$ cat src/rtl/bin2bcd_seq.sv
// bin2bcd_seq: sequential shift-add-3 binary-to-BCD converter with start/busy/done handshake
//   clk, rst (async, active-high), start, A[WIDTH-1:0] -> busy, done, bcd[4*DIGITS-1:0], ovf
//   optional BCD_BLANK_EN adds blank[DIGITS-1:0] (leading-zero flags, updated with bcd)
module bin2bcd_seq #(
    parameter int WIDTH  = 8,
    parameter int DIGITS = 3
) (
    input  logic                  clk,
    input  logic                  rst,
    input  logic                  start,
    input  logic [WIDTH-1:0]      A,
    output logic                  busy,
    output logic                  done,
    output logic [4*DIGITS-1:0]   bcd,
    output logic                  ovf
`ifdef BCD_BLANK_EN
    ,
    output logic [DIGITS-1:0]     blank
`endif
);
    localparam int BW = 4 * DIGITS;
    localparam int CW = $clog2(WIDTH + 1);
    localparam logic [31:0] LIM = 32'(10 ** DIGITS);

    typedef enum logic [1:0] {IDLE, SHIFT, LOAD} state_t;

    state_t          state_q, state_d;
    logic [CW-1:0]   cnt_q, cnt_d;
    logic [WIDTH-1:0] bin_q, bin_d;
    logic [BW-1:0]   scr_q, scr_d, adj;
    logic            pend_q, pend_d;
    logic [BW-1:0]   bcd_q, bcd_d;
    logic            ovf_q, ovf_d;
    logic            done_q, done_d;
    logic            busy_q, busy_d;
`ifdef BCD_BLANK_EN
    logic [DIGITS-1:0] blank_q, blank_d;
`endif

    always_comb begin
        state_d = state_q;
        cnt_d   = cnt_q;
        bin_d   = bin_q;
        scr_d   = scr_q;
        pend_d  = pend_q;
        bcd_d   = bcd_q;
        ovf_d   = ovf_q;
        busy_d  = busy_q;
        done_d  = 1'b0;
`ifdef BCD_BLANK_EN
        blank_d = blank_q;
`endif
        adj = scr_q;
        for (int i = 0; i < DIGITS; i++)
            adj[4*i +: 4] = (scr_q[4*i +: 4] >= 4'd5) ? scr_q[4*i +: 4] + 4'd3 : scr_q[4*i +: 4];
        case (state_q)
            IDLE: if (start) begin
                bin_d   = A;
                scr_d   = '0;
                pend_d  = 32'(A) >= LIM;
                cnt_d   = CW'(WIDTH);
                busy_d  = 1'b1;
                state_d = SHIFT;
            end
            SHIFT: begin
                // top bit of the adjusted scratch falls off: result is A mod 10^DIGITS
                {scr_d, bin_d} = {adj[BW-2:0], bin_q, 1'b0};
                cnt_d   = cnt_q - CW'(1);
                state_d = (cnt_q == CW'(1)) ? LOAD : SHIFT;
            end
            LOAD: begin
                bcd_d   = scr_q;
                ovf_d   = pend_q;
                done_d  = 1'b1;
                busy_d  = 1'b0;
                state_d = IDLE;
`ifdef BCD_BLANK_EN
                blank_d[0] = 1'b0;
                for (int i = 1; i < DIGITS; i++)
                    blank_d[i] = (scr_q >> (4 * i)) == '0;
`endif
            end
            default: state_d = IDLE;
        endcase
    end

    always_ff @(posedge clk or posedge rst) begin
        if (rst) begin
            state_q <= IDLE;
            cnt_q   <= '0;
            bin_q   <= '0;
            scr_q   <= '0;
            pend_q  <= 1'b0;
            bcd_q   <= '0;
            ovf_q   <= 1'b0;
            done_q  <= 1'b0;
            busy_q  <= 1'b0;
`ifdef BCD_BLANK_EN
            blank_q <= '0;
`endif
        end else begin
            state_q <= state_d;
            cnt_q   <= cnt_d;
            bin_q   <= bin_d;
            scr_q   <= scr_d;
            pend_q  <= pend_d;
            bcd_q   <= bcd_d;
            ovf_q   <= ovf_d;
            done_q  <= done_d;
            busy_q  <= busy_d;
`ifdef BCD_BLANK_EN
            blank_q <= blank_d;
`endif
        end
    end

    assign busy = busy_q;
    assign done = done_q;
    assign bcd  = bcd_q;
    assign ovf  = ovf_q;
`ifdef BCD_BLANK_EN
    assign blank = blank_q;
`endif
endmodule

$ cat config.mk
export PLATFORM = sky130hd
export DESIGN_NAME = bin2bcd_seq
export DESIGN_NICKNAME = d
export VERILOG_FILES = /design/src/rtl/bin2bcd_seq.sv
export SDC_FILE = /design/constraint.sdc
export NUM_CORES = 1
export LEC_CHECK = 0
export CAP_MARGIN = 20
export CORE_MARGIN = 10
export CORE_UTILIZATION = 58
export DETAILED_ROUTE_END_ITERATION = 8
export MAX_ROUTING_LAYER = met4
export PLACE_DENSITY = 0.84
export REMOVE_ABC_BUFFERS = 1
export SETUP_SLACK_MARGIN = 0.5
export SLEW_MARGIN = 20
export SYNTH_ARGS = -nofsm -noshare
export SYNTH_HDL_FRONTEND = slang
export SYNTH_SLANG_ARGS = --single-unit
$ cat constraint.sdc
create_clock -name clk -period 2.4 [get_ports clk]
set_input_delay 0.48 -clock clk [delete_from_list [all_inputs] [get_ports clk]]
set_output_delay 0.48 -clock clk [all_outputs]
set_load 0.02 [all_outputs]
Word level (Yosys, flattened, before mapping)
Cells that the tools add are included.

storage, ports and cells
  register bits = 40
  input port bits = 11
  output and inout bits = 15
  logic and storage cells = 38

operators by class
  add/sub/neg operators = 4
  $lt $le $gt $ge = 3
  equal/unequal tests = 4
  muxes and demuxes = 15
  reduce and logical (&&, ||, !) cells = 5

operators by type and width
  operator                                                           number
  one-hot mux 12 bit (2 select lines)                                1
  one-hot mux 8 bit (2 select lines)                                 1
  greater-or-equal comparator 4 x 3 -> 1 bit, second input constant  3
  2-to-1 mux 12 bit                                                  1
  2-to-1 mux 4 bit                                                   3
  adder 4 x 2 -> 4 bit, second input constant                        2
  2-to-1 mux 8 bit                                                   1
  one-hot mux 4 bit (2 select lines)                                 1
  equality test 4 x 1 -> 1 bit, second input constant                1
  2-to-1 mux 2 bit                                                   2
  one-hot mux 2 bit (2 select lines)                                 1
  AND reduction 2 bit                                                2
  nonzero test 2 bit                                                 2
  subtractor 4 x 1 -> 4 bit, second input constant                   1
  adder 3 x 2 -> 3 bit, second input constant                        1
  2-to-1 mux 3 bit                                                   1
  equality test 2 x 1 -> 1 bit, second input constant                1
  equality test 2 bit, second input constant                         1
  logical NOT 2 bit                                                  1
  2-to-1 mux 1 bit                                                   2
  != test 2 bit, second input constant                               1
  one-hot mux 1 bit (2 select lines)                                 1

Longest topological paths before layout
  depth in word-level cells = 3
  gate-level depth with buffers = 6
  depth with buffers taken out = 6

Worst setup path after synthesis
OpenSTA, ideal clock, no wires.

  path type = register to register
  from = register scr_q[0]
  to = register scr_q[2]
  setup time = 0.121 ns
  arrival time = 1.279 ns
  data required time = 2.279 ns
  slack = 1.000 ns
  stages on the path, launching flop included = 7
  path buffers = 0
  period minus slack after synthesis = 1.400 ns
  path through = dfrtp_1 inv_1 ha_1 nand2b_1 a21oi_1 mux2i_1 a22o_1

on the way
  word-level cells in the longest chain between the ends = 3
  elaborated cells between the ends (all ways) = 4

ends and longest elaborated chain
  element                                                                             line  RTL
  from (decl)                                                                         30    logic [BW-1:0] scr_q, scr_d, adj;
  from (signal assigned)                                                              105   scr_q <= scr_d;
  adder 4 x 2 -> 4 bit or greater-or-equal comparator 4 x 3 -> 1 bit (tied branches)  55    adj[4*i +: 4] = (scr_q[4*i +: 4] >= 4'd5) ? scr_q[4*i +: 4] + 4'd3 : scr_q[4*i +: 4];
  2-to-1 mux 4 bit *                                                                  55
  one-hot mux 12 bit (2 select lines) *                                               56    case (state_q)

Every way passes the cells marked *; elsewhere a longest branch is shown, timed or not.
A chain may end at the register's enable or synchronous reset.

Worst setup path after layout
  from = register bcd_q[2], in the netlist bcd[2]
  to = output port bcd[2]

RTL lines
  element                 line  RTL
  from (decl)             32    logic [BW-1:0] bcd_q, bcd_d;
  from (signal assigned)  94    bcd_q <= '0;
  from (signal assigned)  107   bcd_q <= bcd_d;
  to (decl)               14    output logic [4*DIGITS-1:0] bcd,

No word-level cell between the ends.

==> summary.log <==
INFO  setup_path     crit_path_cell_trace=clkdlybuf4s50_1
INFO  pwr            power.switching_fraction=0.410
INFO  clock_network  htree_num_levels=2
INFO  timing         final-hold-violation-count=0
INFO  pwr            logic_pwr_share=0.496
INFO  finish         commonest_non_fill_non_tap_cell_in_the_layout=sky130_fd_sc_hd__dfrtp_1
INFO  place          place_worst_setup_slack=369ps
INFO  pwr            p_leak=1.03nW
INFO  finish         n_antenna_cell=0
INFO  setup_path     r2r_start=state_q[1]
INFO  setup_path     timing.critical_path.to_type=output pin
INFO  clock_network  cts-hold-fix-buffers=0
INFO  timing         setup_slack=591ps
INFO  yosys          ys_seq_elements=40
INFO  setup_path     timing_worst_setup_path_type=reg2out
INFO  drt            route.final.wire_length=3610um
INFO  place          hpwl=2630um
INFO  global_route   number_of_antenna_violations_at_the_first_check_in_global_routing=0
INFO  setup_path     timing.critical_path.fanout_max=2
INFO  timing         slew_headroom=0.547
INFO  setup_path     rr_worst_depth=4
INFO  setup_path     critical_path_arrival=1330ps
INFO  global_route   grt.overflow.total=0
INFO  yosys          ys_warnings=0
INFO  clock_network  clock_path_buffers=2
INFO  timing         fmax=553MHz
INFO  timing         fin_tns_setup=0ps
INFO  yosys          dominantRegCellSynth=sky130_fd_sc_hd__dfrtp_1
INFO  setup_path     crit_path_start_kind=flip-flop
INFO  clock_network  cts.sinks=40
INFO  finish         layout.filler_cells=247
INFO  finish         drive_gt1_frac=0.153
INFO  drt            detailroute.via_count=1302
INFO  setup_path     r2r_slack=760ps
INFO  timing         setup_violations=0
INFO  floorplan      placementRows=20
INFO  worst_hold_path critical_hold_path_startpoint=bcd[0]
INFO  finish         most_used_cells_in_the_layout_excluding_fill_and_tap_cells=sky130_fd_sc_hd__dfrtp_1 (40), sky130_fd_sc_hd__clkdlybuf4s50_1 (22), sky130_fd_sc_hd__nand2_1 (17)
INFO  setup_path     required_time_of_the_critical_path=1920ps
INFO  timing         grt_setup_unrepaired=no
INFO  yosys          synthDistinctLibCells=34
INFO  timing         least_margin_pin_slew=679ps
INFO  setup_path     timing.critical_path.slowest_cell_delay=610ps
INFO  pwr            pwr-share-clk=0.104
INFO  clock_network  cts_tree=yes
INFO  pwr            seq_power_share=0.400
INFO  drt            routed_wire_length_per_instance=15.5um
INFO  clock_network  insertion_delay=360ps
INFO  drt            first_pass_iters=4
INFO  yosys          number_of_enable_type_register_cells_in_the_synthesized_netlist=0
INFO  finish         net_total_in_the_final_layout=208
INFO  setup_path     timing.critical_path.buf_inv=1
INFO  timing         timing.final.crit_period=1810ps
INFO  yosys          avgSynthCellArea=11.8squm
INFO  drt            via_density_per_instance=5.59
INFO  global_route   grt.total_usage=0.134
INFO  floorplan      core_box_area=0.00310sqmm
INFO  pwr            ir_worst_vdd=0.000640V
INFO  floorplan      start_util=0.615
INFO  worst_hold_path worstHoldPathCells=1
INFO  outcome        status=completed
INFO  yosys          async_flop_share=1.00
INFO  pwr            power_density=1370mW/mm^2
INFO  clock_network  cts_inserted_buffers=5
INFO  global_route   number_of_global_route_vias_before_repair=1358
INFO  pwr            internal_power=1.80mW
INFO  pwr            total_switching_power=1.25mW
INFO  floorplan      dieArea=0.00598sqmm
INFO  place          gp_congestion=0.838
INFO  floorplan      io_pins=26
INFO  floorplan      chipHeight=77.4um
INFO  setup_path     critical_path_s_top_delay_family=buffers and inverters
INFO  finish         area.growth.synth_to_final=16.2%
INFO  worst_hold_path timing.hold.worst_endpoint=bcd[0]
INFO  global_route   grt_max_degree=41
INFO  clock_network  clk_transition_reported_paths=110ps
INFO  floorplan      die_width=77.4um
INFO  timing         timing_max_transition_violations_final=0
INFO  clock_network  cts_root_buffer=sky130_fd_sc_hd__clkbuf_4
INFO  setup_path     r2r-end=scr_q[7]
INFO  pwr            post-layout-total-power=3.05mW
INFO  job            drv_cap=0
INFO  timing         skew=13.8ps
INFO  yosys          syn-cell-area=0.00191sqmm
INFO  timing         layout_worst_path_cycle_share=0.754
INFO  drt            detail_route.iter0.violations=125
INFO  setup_path     cpMaxStageDelayCell=sky130_fd_sc_hd__clkdlybuf4s50_1
INFO  worst_hold_path worstHoldPathType=reg2reg
INFO  finish         post_route_design_area=0.00222sqmm
INFO  drt            drc=0
INFO  yosys          synth_cells=162
INFO  finish         finalCoreUtilization=0.715
INFO  global_route   grt_first_pass_wirelength=6200um
INFO  yosys          synth_sequential_area_ratio=0.525
INFO  place          postPlaceCellArea=0.00217sqmm
INFO  place          port_buffers=24
INFO  drt            antenna_violating_nets_post_route=0
power by group through the flow:
stage                     Combinational, mW  Sequential [mW]  Clock, mW
final                                  1.51             1.22      0.317
after global routing                   1.67             1.26      0.366
after CTS                              1.53             1.22      0.328
after detailed placement               1.53             1.23          0
after global placement                 1.45             1.21          0
after floorplan                       0.955             1.30          0
kinds of logic after synthesis:
group                      Yosys count  synth area share
xor gates and xnor gates             6            0.0275
other                                1           0.00197
adders and majority gates            8            0.0525
muxes                               15            0.0866
AOI/OAI and AO/OA                   34             0.131
buffers and inverters               18            0.0551
and+or+nand+nor                     40             0.121
DFF                                 40             0.525
cells in the mapped netlist (all sizes together), types with 3 or more instances:
library cell	instances	area share
a21oi	4	0.010
a22o	5	0.023
a31oi	8	0.026
a32o	3	0.016
buf	8	0.035
dfrtp	40	0.52
ha	8	0.052
inv	10	0.020
mux2	12	0.071
mux2i	3	0.016
nand2	18	0.044
nand2b	4	0.014
nor2	11	0.023
o21ai	5	0.013
o22ai	3	0.0098
o31ai	4	0.024
xnor2	4	0.018
worst max-delay path by stage:
stage	end	startpoint	slack (ps)	cells past startpoint
floorplan	bcd[10]	state_q[0]	780	2
global placement	scr_q[11]	start	420	5
detailed placement	scr_q[7]	start	370	5
CTS	busy	busy	550	1
global route	bcd[5]	bcd[5]	510	1
finish	bcd[2]	bcd[2]	590	1
cell type report:
class,instances,area [sq um],share of cell area
timing repair buffer,28,275,0.124
clock buffer,6,41.3,0.0186
tap,44,55.1,0.0248
clock inverter,1,5.00,0.00226
inverter,10,37.5,0.0169
multi-input combinational,104,802,0.362
sequential,40,1000,0.451
worst reg2reg max path: stages (launching register included):
cell and delay [ps]:
sky130_fd_sc_hd__dfrtp_1 450, sky130_fd_sc_hd__nand2b_2 520, sky130_fd_sc_hd__nand2_8 270, sky130_fd_sc_hd__o31ai_2 100, sky130_fd_sc_hd__a32o_1 220
sequential cells by signal, indices dropped and copies added, names as in the netlist:
| signal | flops |
|---|---|
| bin_q | 8 |
| cnt_q | 4 |
| scr_q | 12 |
| bcd | 12 |
| done | 1 |
| busy | 1 |
| state_q | 2 |
metal layers:
metal,vias up,GRT usage,part of all wire
met2,35,0.229,0.52
met1,644,0.132,0.41
li1,617,-,-
met3,6,0.0553,0.053
met5,-,-,0
met4,0,0.0547,0.017
stage by stage:
step	hold slack (ps)	std cells
5_1_grt	524	233
6_report	495	233
2_1_floorplan	448	154
4_1_cts	498	233
3_5_place_dp	474	226
3_3_place_gp	465	226
timing repair:
| item | CTS | global route |
|---|---|---|
| buffers inserted | 0 | 0 |
| gates resized for setup | 0 | 2 |
| endpoints found under the setup margin | 0 | 2 |
(Power assumes the default switching activity.)
==> edit 1 (same settings) <==
Make the reset (`rst`) synchronous in one clocked block. Comments in the files are not updated.
--- a/src/rtl/bin2bcd_seq.sv
+++ b/src/rtl/bin2bcd_seq.sv
@@ -84,7 +84,7 @@
         endcase
     end
 
-    always_ff @(posedge clk or posedge rst) begin
+    always_ff @(posedge clk) begin
         if (rst) begin
             state_q <= IDLE;
             cnt_q   <= '0;
Behaviour: differs if rst is asserted again (counterexample within 4 cycles, from zero or initial values and one cycle with rst high); with rst held inactive, the same outputs for 10 cycles.
==> edit 1 against the original RTL <==
Non-clock buffer count rose by 6; sequential cell count did not move; fmax rose by 0.97%; critical path depth did not move; final area rose by 2.4%; setup slack improved by 0.017 ns; wire length rose by 17%; synthesized area rose by 0.52%; critical endpoint is now bcd[3]; first-iteration DRC count fell by 13%; count of clock-buffer cells in the layout rose by 2; global-route usage rose by 1.7 points.
Power is not compared: it rests on default switching activity, and its combinational part moved more than twofold at a synthesized area within 25%.
==> edit 1: results (changes against the original RTL) <==
Initial DRT Pass Iterations=5 (+1); CP arrival=1.31 ns (-0.02 ns); drt first-iter violations=109 (-13%); post-synthesis cell type count=38 (+12%); drt total wl=4.220 mm (+17%); slew at the pin closest to its max-slew limit=0.5504 ns (-0.1291 ns); Worst Clk Skew=0.01156 ns (-0.002229 ns); first-pass GRT wire length=7.320 mm (+18%); ys async rst share=0% (-100 points); vias in the first global route=1,572 (+16%); status=finished, final reports clean; fin nets=271 (+30%); Final Wtd Congestion=0.9019 (+7.7%); Vias=1,654 (+27%); leading cell types by count after synthesis=dfxtp_1, nand2_1, a21oi_1; Clk Latency, worst-skew pair=0.35 ns; largest cells by area after synthesis=dfxtp_1, ha_1, a21oi_1; fillers=262 (+6.1%); Setup Slack @ Placement=0.3218 ns (-0.04694 ns); Max Buffers Root-to-Sink=2 (unchanged); HPWL Detailed=3.077 mm (+17%); CP max stage delay=0.61 ns (about the same); Hold Path Class=reg2reg; Top FF cell, synth=dfxtp_1; sequential fraction of the synthesis area=41.75% (-11 points)
[edit 1: layer usage]
| metal | wire, um | global-route usage, % |
|---|---|---|
| met4 | 59 | 5.292 |
| met1 | 1907 | 16.78 |
| met5 | 0 | - |
| met2 | 1939 | 23.41 |
| met3 | 314 | 6.682 |
[edit 1: worst paths after layout]
| path | start | end | slack (ns) | cells after the start |
|---|---|---|---|---|
| max reg2reg | state_q[1] | scr_q[1] | 0.81 | 4 |
| min | bcd[8] | bcd[8] | 0.46 | 2 |
| min reg2reg | bcd[8] | bcd[8] | 0.46 | 2 |
| max | bcd[3] | bcd[3] | 0.61 | 1 |
[edit 1: through the flow]
stage | hold slack (ns) | std cells | area, um^2
after CTS | 0.4602 | 297 | 2270
after global routing | 0.4750 | 297 | 2270
after floorplan | 0.4352 | 211 | 1841
final | 0.4560 | 297 | 2270
after global placement | 0.4406 | 289 | 2211
after detailed placement | 0.4436 | 289 | 2211
[edit 1: cells by family after synthesis]
group,count (synthesis),share of synthesized area (%)
other,1,0.1955
xor gates and xnor gates,1,0.4567
DFF,40,41.75
AOI/OAI and AO/OA,64,22.96
and+or+nand+nor,80,22.05
adders and majority gates,8,5.219
buffers and inverters,32,7.371
[edit 1: power breakdown]
part	total [mW]	internal, mW	switching, mW	leakage (nW)
clock network	0.357	0.145	0.213	0.0326
logic	0.171	0.0782	0.0926	0.395
registers	0.712	0.690	0.0220	0.326
[edit 1: cell type report]
class	instances	area (um^2)	area share, %
flip-flops and latches	40	800.8	35.28
repair buffers	34	315.3	13.89
clock buffers	8	58.81	2.591
well taps	44	55.05	2.426
inverters	17	63.81	2.811
multi-input cells	154	975.9	43.00
==> edit 2 (config.mk and constraints unchanged) <==
Made on the original files. Add a define of `BCD_BLANK_EN`.
--- a/src/rtl/bin2bcd_seq.sv
+++ b/src/rtl/bin2bcd_seq.sv
@@ -1,6 +1,8 @@
 // bin2bcd_seq: sequential shift-add-3 binary-to-BCD converter with start/busy/done handshake
 //   clk, rst (async, active-high), start, A[WIDTH-1:0] -> busy, done, bcd[4*DIGITS-1:0], ovf
 //   optional BCD_BLANK_EN adds blank[DIGITS-1:0] (leading-zero flags, updated with bcd)
+`define BCD_BLANK_EN
+
 module bin2bcd_seq #(
     parameter int WIDTH  = 8,
     parameter int DIGITS = 3
Function (old outputs only; new: blank): kept (equiv_simple and equiv_induct, registers matched by name and starting in step).
==> edit 2 against the original RTL <==
Combinational power down 3%; setup slack worse by 0.011 ns; power up 0.64%; wire length up 4.9%; critical endpoint is now bcd[9]; highest routed layer unchanged; global-route usage down 0.29 points; via count up 8.1%; die area up 5.7%; largest cell class unchanged; sequential share of layout area down 0.77 points; final area up 6.8%; synthesized cell count up 12%; sequential cell count up 2; synthesized area up 7.7%.
==> edit 2: results (changes against the original RTL) <==
status=finished, final reports clean; Plain + repair buffers=30 (+7.1%); fin nets=230 (+11%); slew at the pin closest to its max-slew limit=0.7991 ns (+0.1197 ns); Storage cell area=1051 um^2 (+5.0%); post-synthesis cell type count=35 (+2.9%); HPWL Detailed=2.803 mm (+6.6%); first-pass GRT wire length=6.479 mm (+4.4%); Worst Clk Skew=0.004497 ns (-0.009289 ns); CLK BUF=7 (+1); post-synthesis mux area share=9.683% (+1.0 points); vias in the first global route=1,435 (+5.7%); combinational power=1.47 mW (-3%); Synth Area in Adders=5.481% (+0.24 points); largest net degree at the start of global routing=43 (+4.9%); Post-Place Cells=249 (+10%); Non-clock buffers, area share=12.26% (-0.16 points); leading cell types by count after synthesis=dfrtp_1, nand2_1, inv_1, o21ai_1, ha_1; clk pwr=0.360 mW (+14%); critical path peak fanout=2 (unchanged); sequential fraction of the synthesis area=51.16% (-1.3 points); power consumption=3.065 mW (+0.64%); fillers=237 (-4.0%); share of cells above drive strength 1=11.85% (-3.5 points); utilization after layout=69.88% (-1.6 points); drt first-iter violations=143 (+14%); DR vias/cell=5.479 (-2.0%); count of multi-input gates=120 (+15%); Synth Area in XOR/XNOR=1.705% (-1.0 points); Port Buffers=26 (+8.3%); VDD IR max=0.6883 mV (+7.6%); CP top delay family=buffers and inverters; PostCTS Resize Cnt=0 (unchanged); Clock-cell share=2.536% (+0.45 points); compound-gate portion of the synthesized area=10.84% (-2.3 points); Pleak=1.100 nW (+6.9%); Syn Area/Cell=11.29 um^2 (-4.2%); sw power=1.247 mW (-0.24%); Total GRT Usage=13.10% (-0.29 points); CTS Root Cell=clkbuf_4; Worst path slowest cell=clkdlybuf4s50_1; Setup Slack @ Placement=0.5009 ns (+0.1322 ns); Placed Area=2308 um^2 (+6.6%); invs w/o clock=11 (+1); fraction of area in multi-input gates=36.66% (+0.49 points); drt total wl=3.784 mm (+4.9%); Final Wtd Congestion=0.7329 (-13%); sequential cell count=42 (+5.0%); Core Area=3390 um^2 (+9.2%); largest cells by area after synthesis=dfrtp_1, ha_1, mux2_4; Vias=1,408 (+8.1%); clock slew at reported path FFs=0.12 ns
[edit 2: cell count changes after synthesis, sizes merged, moves of 3 or more]
cell   unedited run  this run
nand3             1         5
a31oi             8         4
o21ai             5        15
nor2             11         6
a32o              3         0
nor3              0         4
a22oi             0         4
nand2            18        27
nor3b             1         4
o22ai             3         0
[edit 2: metal layers]
metal / global-route usage, % / wire length [um] / up-vias
met5: - / 0 / -
met4: 4.659 / 51 / 0
met3: 4.617 / 240 / 5
met2: 21.60 / 1852 / 43
met1: 14.28 / 1640 / 690
li1: - / - / 670
[edit 2: final timing paths]
check / from / endpoint / slack (ns) / depth (start not counted)
worst max-delay path: bcd[9] / bcd[9] / 0.58 / 1
worst min-delay path: bin_q[2] / bin_q[2] / 0.49 / 2
worst max register to register: scr_q[0] / scr_q[2] / 0.79 / 6
worst min register to register: bin_q[2] / bin_q[2] / 0.49 / 2
max in group asynchronous: rst / scr_q[3] / 1.50 / 3
min in group asynchronous: rst / bin_q[6] / 0.54 / 3
